<file path="config.mk">
export PLATFORM = sky130hd
export DESIGN_NAME = mine_placer_flat
export DESIGN_NICKNAME = d
export VERILOG_FILES = /design/src/rtl/mine_placer_if.sv /design/src/rtl/mine_placer.sv /design/src/flat_wrapper.sv
export SDC_FILE = /design/constraint.sdc
export NUM_CORES = 1
export LEC_CHECK = 0
export ABC_AREA = 0
export BUFFER_PORTS_ARGS = -buffer_cell sky130_fd_sc_hd__buf_2
export CORE_MARGIN = 2
export CORE_UTILIZATION = 49
export DETAILED_ROUTE_END_ITERATION = 7
export GPL_ROUTABILITY_DRIVEN = 0
export PLACE_DENSITY = 0.75
export SLEW_MARGIN = 20
export SYNTH_ARGS = -nofsm -noshare
export SYNTH_HDL_FRONTEND = slang
export SYNTH_SLANG_ARGS = --single-unit
</file>
<file path="constraint.sdc">
create_clock -name clock -period 2.76 [get_ports clock]
set_clock_uncertainty 0.1 [all_clocks]
set_input_delay 0.414 -clock clock [delete_from_list [all_inputs] [get_ports clock]]
set_output_delay 0.414 -clock clock [all_outputs]
set_load 0.01 [all_outputs]
</file>
<file path="src/rtl/mine_placer_if.sv">
// Handshake and result bundle between the game FSM and the mine placer.
interface mine_placer_if #(
    parameter int unsigned CELLS = 64
);
    logic             start;
    logic             safe_valid;
    logic [3:0]       safe_row;
    logic [3:0]       safe_col;
    logic [7:0]       rand_in;
    logic             busy;
    logic             done;
    logic [CELLS-1:0] mine_map;
    logic [7:0]       mine_count;
    logic [15:0]      attempts;

    modport master (
        output start, safe_valid, safe_row, safe_col, rand_in,
        input  busy, done, mine_map, mine_count, attempts
    );

    modport slave (
        input  start, safe_valid, safe_row, safe_col, rand_in,
        output busy, done, mine_map, mine_count, attempts
    );
endinterface

</file>
<file path="src/rtl/mine_placer.sv">
// Places exactly MINES distinct mines on a ROWS x COLS board from a free-running
// random byte, skipping an optional safe cell.
module mine_placer #(
    parameter int unsigned ROWS  = 8,
    parameter int unsigned COLS  = 8,
    parameter int unsigned MINES = 10
) (
    input  logic         clock,
    input  logic         reset,
    mine_placer_if.slave bus
);
    localparam int unsigned CELLS = ROWS * COLS;
    localparam int unsigned IDXW  = (CELLS > 1) ? $clog2(CELLS) : 1;
    localparam logic [IDXW:0] CELLS_LIM = (IDXW + 1)'(CELLS);

    typedef enum logic [1:0] {IDLE, CLEAR, DRAW, DONE} state_t;

    state_t           state, state_nx;
    logic [CELLS-1:0] map_q, map_nx;
    logic [7:0]       count_q, count_nx;
    logic [15:0]      att_q, att_nx;
    logic [7:0]       safe_idx_q, safe_idx_nx;
    logic             safe_en_q, safe_en_nx;
    logic             busy_q, done_q;

    logic [IDXW-1:0]  cand_c;
    logic             in_range_c;
    logic             is_safe_c;
    logic             cand_ok_c;

    assign cand_c     = bus.rand_in[IDXW-1:0];
    assign in_range_c = ({1'b0, cand_c} < CELLS_LIM);
    assign is_safe_c  = safe_en_q && (8'(cand_c) == safe_idx_q);
    assign cand_ok_c  = in_range_c && !is_safe_c && !map_q[cand_c];

    if (IDXW < 8) begin : g_rand_hi
        logic rand_hi_unused;
        assign rand_hi_unused = ^bus.rand_in[7:IDXW];
    end

    // State register
    always_ff @(posedge clock) begin
        if (!reset) begin
            state <= IDLE;
        end else begin
            state <= state_nx;
        end
    end

    // Next state and datapath updates
    always_comb begin
        state_nx    = state;
        map_nx      = map_q;
        count_nx    = count_q;
        att_nx      = att_q;
        safe_idx_nx = safe_idx_q;
        safe_en_nx  = safe_en_q;
        case (state)
            IDLE, DONE: begin
                if (bus.start) begin
                    state_nx    = CLEAR;
                    safe_idx_nx = 8'(bus.safe_row) * 8'(COLS) + 8'(bus.safe_col);
                    // An off-board safe cell must exclude nothing, even if the
                    // row-major index would alias onto a real cell.
                    safe_en_nx  = bus.safe_valid
                                  && ({1'b0, bus.safe_row} < 5'(ROWS))
                                  && ({1'b0, bus.safe_col} < 5'(COLS));
                end
            end
            CLEAR: begin
                map_nx   = '0;
                count_nx = '0;
                att_nx   = '0;
                state_nx = (MINES > 0) ? DRAW : DONE;
            end
            DRAW: begin
                if (att_q != 16'hFFFF) begin
                    att_nx = att_q + 16'd1;
                end
                if (cand_ok_c) begin
                    map_nx[cand_c] = 1'b1;
                    count_nx       = count_q + 8'd1;
                    if (count_nx == 8'(MINES)) begin
                        state_nx = DONE;
                    end
                end
            end
            default: state_nx = IDLE;
        endcase
    end

    // Datapath and registered status decode
    always_ff @(posedge clock) begin
        if (!reset) begin
            map_q      <= '0;
            count_q    <= '0;
            att_q      <= '0;
            safe_idx_q <= '0;
            safe_en_q  <= 1'b0;
            busy_q     <= 1'b0;
            done_q     <= 1'b0;
        end else begin
            map_q      <= map_nx;
            count_q    <= count_nx;
            att_q      <= att_nx;
            safe_idx_q <= safe_idx_nx;
            safe_en_q  <= safe_en_nx;
            busy_q     <= (state_nx == CLEAR) || (state_nx == DRAW);
            done_q     <= (state_nx == DONE);
        end
    end

    assign bus.busy       = busy_q;
    assign bus.done       = done_q;
    assign bus.mine_map   = map_q;
    assign bus.mine_count = count_q;
    assign bus.attempts   = att_q;
endmodule
</file>
<file path="src/flat_wrapper.sv">
// flat-port wrapper written by rule: the top's interface ports become plain ports
module mine_placer_flat 
#(
    parameter int unsigned ROWS  = 8,
    parameter int unsigned COLS  = 8,
    parameter int unsigned MINES = 10
)
  (clock, reset, bus_start, bus_safe_valid, bus_safe_row, bus_safe_col, bus_rand_in, bus_busy, bus_done, bus_mine_map, bus_mine_count, bus_attempts);
  mine_placer_if bus_i ();
  input  logic clock;
  input  logic reset;
  input wire logic [$bits(bus_i.start)-1:0] bus_start;
  input wire logic [$bits(bus_i.safe_valid)-1:0] bus_safe_valid;
  input wire logic [$bits(bus_i.safe_row)-1:0] bus_safe_row;
  input wire logic [$bits(bus_i.safe_col)-1:0] bus_safe_col;
  input wire logic [$bits(bus_i.rand_in)-1:0] bus_rand_in;
  output wire logic [$bits(bus_i.busy)-1:0] bus_busy;
  output wire logic [$bits(bus_i.done)-1:0] bus_done;
  output wire logic [$bits(bus_i.mine_map)-1:0] bus_mine_map;
  output wire logic [$bits(bus_i.mine_count)-1:0] bus_mine_count;
  output wire logic [$bits(bus_i.attempts)-1:0] bus_attempts;
  assign bus_i.start = bus_start;
  assign bus_i.safe_valid = bus_safe_valid;
  assign bus_i.safe_row = bus_safe_row;
  assign bus_i.safe_col = bus_safe_col;
  assign bus_i.rand_in = bus_rand_in;
  assign bus_busy = bus_i.busy;
  assign bus_done = bus_i.done;
  assign bus_mine_map = bus_i.mine_map;
  assign bus_mine_count = bus_i.mine_count;
  assign bus_attempts = bus_i.attempts;
  mine_placer #(.ROWS(ROWS), .COLS(COLS), .MINES(MINES)) u_core (.clock(clock), .reset(reset), .bus(bus_i));
endmodule
</file>
# Word-level counts from Yosys, hierarchy flattened
# Index checks and enable logic that the tools add are counted.
[totals] reg_bits=101 inputBits=20 out_inout_bits=90 elab_cells=55
[op_classes] add_sub_neg=3 n_lt_le_gt_ge=4 eq_ne=11 n_mux=14 n_bitwise=1 reduce_logical=14
[ops] op="$pmux 64 s2" count=1
[ops] op="$mux 64" count=1
[ops] op="$or 64x64->64" count=1
[ops] op="$pmux 16 s2" count=1
[ops] op="$add 16x1->16 const B" count=1
[ops] op="$mux 16" count=1
[ops] op="$ne 16x16->1 const B" count=1
[ops] op="$pmux 8 s2" count=1
[ops] op="$add 7x4->8" count=1
[ops] op="$add 8x1->8 const B" count=1
[ops] op="$eq 2x2->1 const B" count=4
[ops] op="$eq 6x8->1" count=1
[ops] op="$eq 8x4->1 const B" count=1
[ops] op="$lt 4x4->1 const B" count=2
[ops] op="$mux 8" count=1
[ops] op="$lt 6x7->1 const B" count=1
[ops] op="$bmux 1 s6" count=1
[ops] op="$demux 1 s6" count=1
[ops] op="$ge 6x1->1 const B" count=1
[ops] op="$mux 2" count=3
[ops] op="$pmux 2 s3" count=1
[ops] op="$reduce_and 2->1" count=3
[ops] op="$logic_and 1x1->1" count=5
[ops] op="$eq 2x1->1 const B" count=2
[ops] op="7 further kinds" count=10

# Logic depth before layout (Yosys ltp)
# Gate-level depths: netlist of the first run.
[logic_depth] word_depth=8 ltp_mapped=13 depth_no_buf=9

# Worst setup path after synthesis of the first run
# No wires, ideal clock.
[synth_path] path_kind="input-to-reg" from="input port bus_rand_in[0]" to="register u_core.busy_q, in the netlist u_core.bus.busy" setup_ps=115 arrival_ps=2770 required_ps=2545 setup_slack_ps=-225 path_stages=11 path_buffers=2 cell_sequence="buf_2 or3b_2 a211o_1 a311o_1 nand4_1 nor4b_4 buf_4 a311oi_1 nor2_1 ha_1 and2_1"
[synth_via] elab_chain_len=8 elab_cells_between_ends=12 cone_classes="3 x eq/ne; 4 x mux; 5 x reduce/logical"
[synth_rtl] element="start, declared" line="flat_wrapper.sv:16" source="input wire logic [$bits(bus_i.rand_in)-1:0] bus_rand_in;"
[synth_rtl] element="$bmux 1 s6 / $eq 6x8->1 (equally long branches)" line="mine_placer.sv:34, mine_placer.sv:33"
[synth_rtl] element="$mux 1 (implied by the code) / $logic_and 1x1->1 (equally long branches)" line="mine_placer.sv:34, mine_placer.sv:33"
[synth_rtl] element="$logic_not 1->1" line="mine_placer.sv:34" source="assign cand_ok_c = in_range_c && !is_safe_c && !map_q[cand_c];"
[synth_rtl] element="$logic_and 1x1->1 *" line="mine_placer.sv:34"
[synth_rtl] element="$mux 2 *" line="mine_placer.sv:80" source="if (cand_ok_c) begin"
[synth_rtl] element="$pmux 2 s3 *" line="mine_placer.sv:58" source="case (state)"
[synth_rtl] element="via u_core.state_nx[0]" line="mine_placer.sv:18" source="state_t state, state_nx;"
[synth_rtl] element="$eq 2x1->1 / $eq 2x2->1 (equally long branches)" line="mine_placer.sv:108" source="busy_q <= (state_nx == CLEAR) || (state_nx == DRAW);"
[synth_rtl] element="$logic_or 1x1->1 *" line="mine_placer.sv:108"
[synth_rtl] element="end signal, assigned" line="mine_placer.sv:108"
[synth_rtl] element="end, declared" line="mine_placer.sv:24" source="logic busy_q, done_q;"
# The timed path passes the listed nets; every way through them passes the cells marked *. The select of a mux whose other input is x is not followed.
# A chain may end at the register's enable or synchronous reset.

# Worst setup path in the final report of the first run
[layout_path] from="register u_core.map_q[2], in the netlist u_core.bus.mine_map[2]" to="register u_core.busy_q, in the netlist u_core.bus.busy"
[layout_via] elab_chain_len=8 elab_cells_between_ends=9 cone_classes="2 x eq/ne; 4 x mux; 3 x reduce/logical"
[layout_rtl] element="start, declared" line="mine_placer.sv:19" source="logic [CELLS-1:0] map_q, map_nx;"
[layout_rtl] element="start signal, assigned" line="mine_placer.sv:103" source="map_q <= map_nx;"
[layout_rtl] element="$bmux 1 s6 *" line="mine_placer.sv:34"
[layout_rtl] element="$mux 1 (implied by the code) *" line="mine_placer.sv:34"
[layout_rtl] element="$logic_not 1->1 *" line="mine_placer.sv:34"
[layout_rtl] element="$logic_and 1x1->1 *" line="mine_placer.sv:34"
[layout_rtl] element="$mux 2 *" line="mine_placer.sv:80"
[layout_rtl] element="$pmux 2 s3 *" line="mine_placer.sv:58"
[layout_rtl] element="via u_core.state_nx[0]" line="mine_placer.sv:18"
[layout_rtl] element="$eq 2x1->1 / $eq 2x2->1 (equally long branches)" line="mine_placer.sv:108"
[layout_rtl] element="$logic_or 1x1->1 *" line="mine_placer.sv:108"
# Marks and branches as above.

==> impl_metrics.toml, run 1 <==
[hold_path]
whs_path_depth = 3
whs_endpoint = "u_core.safe_idx_q[1]"
hold_start = "bus_safe_col[1]"
hold_class = "in -> reg"

[synth]
synth_edf_count = 0
ys_types = 57
ys_top_cells_by_area = "dfxtp_1 42%, a31oi_1 8.5%, nor2_1 7.7%, nand2_1 3.4%, a21oi_1 2.5%"
ys.flop_type = "dfxtp_1"
synth_fp_nets = 601
synthesis.instances = 573
synthesis.area_um2 = 4768
synth_seq_cells = 101
avgSynthCellArea_um2 = 8.322
async_reset_ff_share_pct = 0
yosysWarnings = 0
yosys.area.top_type = "dfxtp_1"
seq_area_frac_synth_pct = 42.40
synth_top_area_share_pct = 42.40

[die]
start_util_pct = 49.70
die-area_um2 = 10540
die_width_um = 102.6
rows = 36
core_area_um2 = 9594
die_h_um = 102.6
io_pins = 110

[placement]
dp_hpwl_mm = 10.06
port_buffers = 107

[sta]
hold_violations = 0
period_share_pct = 95.69
final-setup-viol-count = 0
rsz0062_at_grt = "no"
setup-tns-final_ns = 0
worstMarginPinSlew_ns = 0.7479
fmax_mhz = 378.6
maxSlewHeadroom_pct = 50.09
maxSlewViolCount = 0
period_minus_slack_ns = 2.641

[setup_path]
worst_ep_arrival_time_ns = 2.82
r2r_end = "u_core.bus.busy"
crit_family = "compound AO/OA/AOI/OAI gates"
cp-end-kind = "flip-flop"
critPathKind = "reg -> reg"
required_ns = 2.94
start_kind = "flip-flop"
crit_buf_inv = 0
crit_fanout = 3
rrSetupSlack_ns = 0.12
worstRegToRegCells = 9
r2r_start = "u_core.bus.mine_map[2]"
max_stage_delay_ns = 0.44
path_cells = "or3b_2, a211o_1, a311o_1, nand4_1, nor4b_4, a311oi_2, nor2_1, ha_1, and2_1"
cp.depth = 9
slowest_stage = "or3b_2"

[power]
power_density_nw_per_um2 = 556.5
ir_drop_uv = 323.8
power_mw = 3.282
p_leak_nw = 2.501

[final_layout]
layout_common_cells = "107 x buf_2, 100 x dfxtp_1, 98 x nor2_1, 64 x a31oi_1, 43 x buf_4"
area_growth_pct = 23.69
drive_above_1_share_pct = 27.21
multi_input_area_um2 = 2544
nFillCells = 838
mostFrequentLayoutCell = "buf_2"
fin_nets = 725
ff_latch_area_um2 = 2023
insertedDiodeCount = 0

[cts]
clockRootBuffer = "clkbuf_8"
cts_buffer_depth = 2
cts.sinks = 101
cts_buffers = 9
ctsHtreeMaxLevel = 3
hold_buffers = 0
cts_tree = "built"
clk_latency_ns = 0.38
clkTransAtPathRegs_ns = 0.10

[grt]
grt_use_total_pct = 26.84
grt_pass1_wl_mm = 22.31
grt_pass1_vias = 4460
grt_max_degree = 70
antenna_found_initial = 0
grt_remaining_overflow = 0

[drt]
drt_wl_total_mm = 14.29
ant_nets = 0
drtPass1Iterations = 5
viasPerCell = 5.998
drc = 0
routed-via-count = 5008
drtIter0Drc = 444
wire_per_inst_um = 17.11

[run_status]
status = "finished, final reports clean"

[run]
max_cap_violations = 0
through the flow:
| step | utilization (%) | instance area, um^2 | hold slack, ns | setup WS, ns | std cells |
|---|---|---|---|---|---|
| floorplan | - | 4807 | 0.3323 | -0.04626 | 573 |
| global placement | 59.26 | 5685 | 0.3433 | -0.2079 | 817 |
| detailed placement | 59.26 | 5685 | 0.3471 | -0.2244 | 817 |
| CTS | 61.20 | 5872 | 0.1815 | 0.04842 | 833 |
| global route | 61.48 | 5898 | 0.2042 | 0.01201 | 835 |
| finish | 61.48 | 5898 | 0.1878 | 0.1189 | 835 |
per-layer routing:
metal / global-route usage [%] / routed length, um
met1: 36.83 / 6194
met2: 41.73 / 6681
met3: 4.271 / 1022
met4: 12.10 / 387
met5: 0 / 0
registers in the layout, indices dropped and copies added (netlist names):
| name | flops |
|---|---|
| u_core.safe_idx_q | 8 |
| u_core.safe_en_q | 1 |
| u_core.bus.busy | 1 |
| u_core.state | 2 |
| u_core.bus.attempts | 16 |
| u_core.bus.mine_map | 64 |
| u_core.bus.mine_count | 8 |
| u_core.bus.done | 1 |
area by class of cell:
class	count	area share [%]
Multi-Input combinational cell	418	43.13
Sequential cell	101	34.30
Tap cell	133	2.821
Timing Repair Buffer	154	15.76
Clock inverter	5	0.7637
Clock buffer	11	2.397
Inverter	13	0.8273
worst reg2reg max path, stage by stage, from the launching register on:
cell and delay, ns:
dfxtp_2 0.37, or3b_2 0.44, a211o_1 0.32, a311o_1 0.31, nand4_1 0.12, nor4b_4 0.09
a311oi_2 0.32, nor2_1 0.08, ha_1 0.27, and2_1 0.15
report_power, final:
| part | internal, mW | switching [mW] | total (mW) |
|---|---|---|---|
| sequential | 1.52 | 0.0564 | 1.58 |
| combinational | 0.283 | 0.529 | 0.812 |
| clock | 0.364 | 0.528 | 0.892 |
logic make-up after synthesis:
logic type	after synthesis	share of synthesized area, %
mux	12	3.175
simple gates	240	24.64
flops	101	42.40
fa+ha+maj	8	2.099
buf+inv	54	4.959
xor+xnor	15	2.755
compound gates	143	19.97
cell usage after synthesis, drive strengths merged, types with 3 or more instances:
| master | n |
|---|---|
| nand4 | 12 |
| clkbuf | 23 |
| ha | 8 |
| nand2b | 4 |
| o31ai | 5 |
| a31oi | 65 |
| nand2 | 43 |
| xnor2 | 7 |
| nor3 | 9 |
| a21o | 4 |
| nor3b | 5 |
| nor4b | 5 |
| and3 | 9 |
| buf | 18 |
| nor2b | 4 |
| xor2 | 8 |
| inv | 13 |
| dfxtp | 101 |
| nor2 | 98 |
| o31a | 3 |
| a221oi | 5 |
| nand3 | 24 |
| mux2i | 5 |
| a21oi | 24 |
| and2 | 8 |
| mux2 | 5 |
| a211oi | 4 |
| or3b | 4 |
| nand3b | 4 |
| a311oi | 4 |
| o22ai | 5 |
| o21ai | 6 |
| a41oi | 3 |
timing repair:
action,in CTS,in global routing
resized for setup,0,3
setup buffers,0,2
setup endpoints to repair,0,41
worst max path at each step:
stage | start | end
after floorplan | bus_rand_in[0] | u_core.bus.busy
after detailed placement | bus_rand_in[2] | u_core.bus.mine_count[3]
after global routing | bus_rand_in[0] | u_core.bus.busy
final | u_core.bus.mine_map[2] | u_core.bus.busy
after CTS | u_core.bus.mine_map[30] | u_core.bus.mine_count[3]
after global placement | bus_rand_in[2] | u_core.bus.mine_count[3]
Note: power is estimated with default switching activity, not from simulation.
==> inputs of run 2 (changes only) <==
CELL_PAD_IN_SITES_DETAIL_PLACEMENT = 1   (was not set)
CELL_PAD_IN_SITES_GLOBAL_PLACEMENT = 2   (was not set)
CORE_UTILIZATION = 28   (was 49)
PLACE_DENSITY = 0.73   (was 0.75)
==> impl_metrics.toml, run 2 (synthesized netlist as in run 1, its figures left out) <==
[sta]
worstMarginPinSlew_ns = 0.7957
fin_ws_ns = 0.1047
final-setup-viol-count = 0
hold_violations = 0
fmax_mhz = 376.6
period_minus_slack_ns = 2.655
maxSlewViolCount = 0
maxSlewHeadroom_pct = 46.89
period_share_pct = 96.21
rsz0062_at_grt = "no"

[die]
die_h_um = 134.5
start_util_pct = 28.65
die_width_um = 134.5
die-area_um2 = 18090
core_area_um2 = 16640
rows = 47
io_pins = 110

[power]
power_mw = 3.858
ir_drop_uv = 356.0
p_leak_nw = 2.667
power_density_nw_per_um2 = 611.0

[placement]
placed_cells = 921
dp_slack_ns = -0.3221
dp_hpwl_mm = 12.91
port_buffers = 107

[cts]
clk_latency_ns = 0.35
cts.sinks = 101
cts_buffers = 9
cts_tree = "built"
clockRootBuffer = "clkbuf_16"
hold_buffers = 0
ctsHtreeMaxLevel = 3
clkTransAtPathRegs_ns = 0.07
cts_buffer_depth = 2

[hold_path]
hold_class = "in -> reg"

[drt]
drtPass1Iterations = 4
viasPerCell = 5.247
drtIter0Drc = 262
routed-via-count = 4922
ant_nets = 0
wire_per_inst_um = 18.47
drt_wl_total_mm = 17.33
drc = 0

[final_layout]
finalNonFillerCells = 938
area_growth_pct = 32.41
mostFrequentLayoutCell = "buf_2"
fin_nets = 741
insertedDiodeCount = 0
largest_reg_flops = 64
layout_common_cells = "106 x buf_2, 100 x dfxtp_1, 98 x nor2_1, 64 x a31oi_1, 60 x buf_4"
drive_above_1_share_pct = 29.39

[setup_path]
worst_ep_arrival_time_ns = 2.79
path_cells = "clkbuf_4, mux2_2, a22o_1, o31ai_4, o311ai_4, nor4b_4, buf_4, a41oi_1, o31a_1"
slowest_stage = "nor4b_4"
crit_family = "compound AO/OA/AOI/OAI gates"
crit_fanout = 11
required_ns = 2.90
start_kind = "primary input"
max_stage_delay_ns = 0.48
critPathKind = "in -> reg"
crit_buf_inv = 2
cp-end-kind = "flip-flop"

[run]
max_cap_violations = 0

[grt]
grt_max_degree = 65
grt_pass1_wl_mm = 27.37
grt_use_total_pct = 19.21
grt_remaining_overflow = 0
grt_pass1_vias = 4945
antenna_found_initial = 0

[run_status]
status = "finished, final reports clean"
## run 2: cell types whose count changed in the layout (fill, tap and decap cells not counted), moves of 2 or more
cell	delta
buf_4	+17
bufinv_16	+2
clkbuf_16	+9
clkbuf_8	-10
## run 2: final cells by class
class	count	area [um^2]
Clock buffer	9	225.2
Clock inverter	7	106.4
Fill cell	2000	10330
Inverter	13	48.80
Multi-Input combinational cell	418	2586
Sequential cell	101	2023
Tap cell	220	275.3
Timing Repair Buffer	170	1049
## run 2: final timing paths
path,slack (ns),end,startpoint,cells past startpoint
setup / recovery,0.10,u_core.bus.mine_count[3],bus_rand_in[2],9
hold / removal,0.20,u_core.safe_idx_q[1],bus_safe_col[1],3
setup reg to reg,0.11,u_core.bus.mine_count[3],u_core.bus.mine_map[31],8
hold reg to reg,0.36,u_core.safe_idx_q[7],u_core.safe_idx_q[7],2
## run 2: repair_timing
item / CTS / global route
endpoints found under the setup margin: 0 / 4
resized for setup: 0 / 9
setup buffers: 0 / 1
## run 2: power by group
| group | total (mW) | switching (mW) | internal [mW] | leakage [nW] |
|---|---|---|---|---|
| sequential | 1.58 | 0.0564 | 1.52 | 0.816 |
| combinational | 0.868 | 0.567 | 0.301 | 1.69 |
| clock | 1.41 | 0.602 | 0.810 | 0.162 |
| total | 3.86 | 1.23 | 2.63 | 2.67 |
## run 2: through the flow
stage	setup TNS (ns)	hold slack (ns)	area, um^2	util [%]
2_1_floorplan	-0.04626	0.3323	4807	-
3_5_place_dp	-12.85	0.3575	5922	35.58
6_report	0	0.2005	6314	37.94
4_1_cts	0	0.1903	6254	37.58
3_3_place_gp	-6.212	0.3497	5922	35.58
5_1_grt	0	0.2094	6314	37.94
## run 2: per-layer routing
metal / track usage (%) / vias up / wire, um
li1: - / 2365 / -
met1: 25.95 / 2419 / 8158
met2: 30.75 / 118 / 7922
met3: 4.354 / 20 / 956
met4: 5.614 / 0 / 289
met5: 0 / - / 0
## run 2: worst reg2reg max path, delay by kind of cell, from the launching register on
family / cells / cell delay (ns)
AO/OA/AOI/OAI: 4 / 0.73
AND/OR/NAND/NOR: 2 / 0.65
multiplexers: 1 / 0.49
flip-flops: 1 / 0.33
buffers and inverters: 1 / 0.24
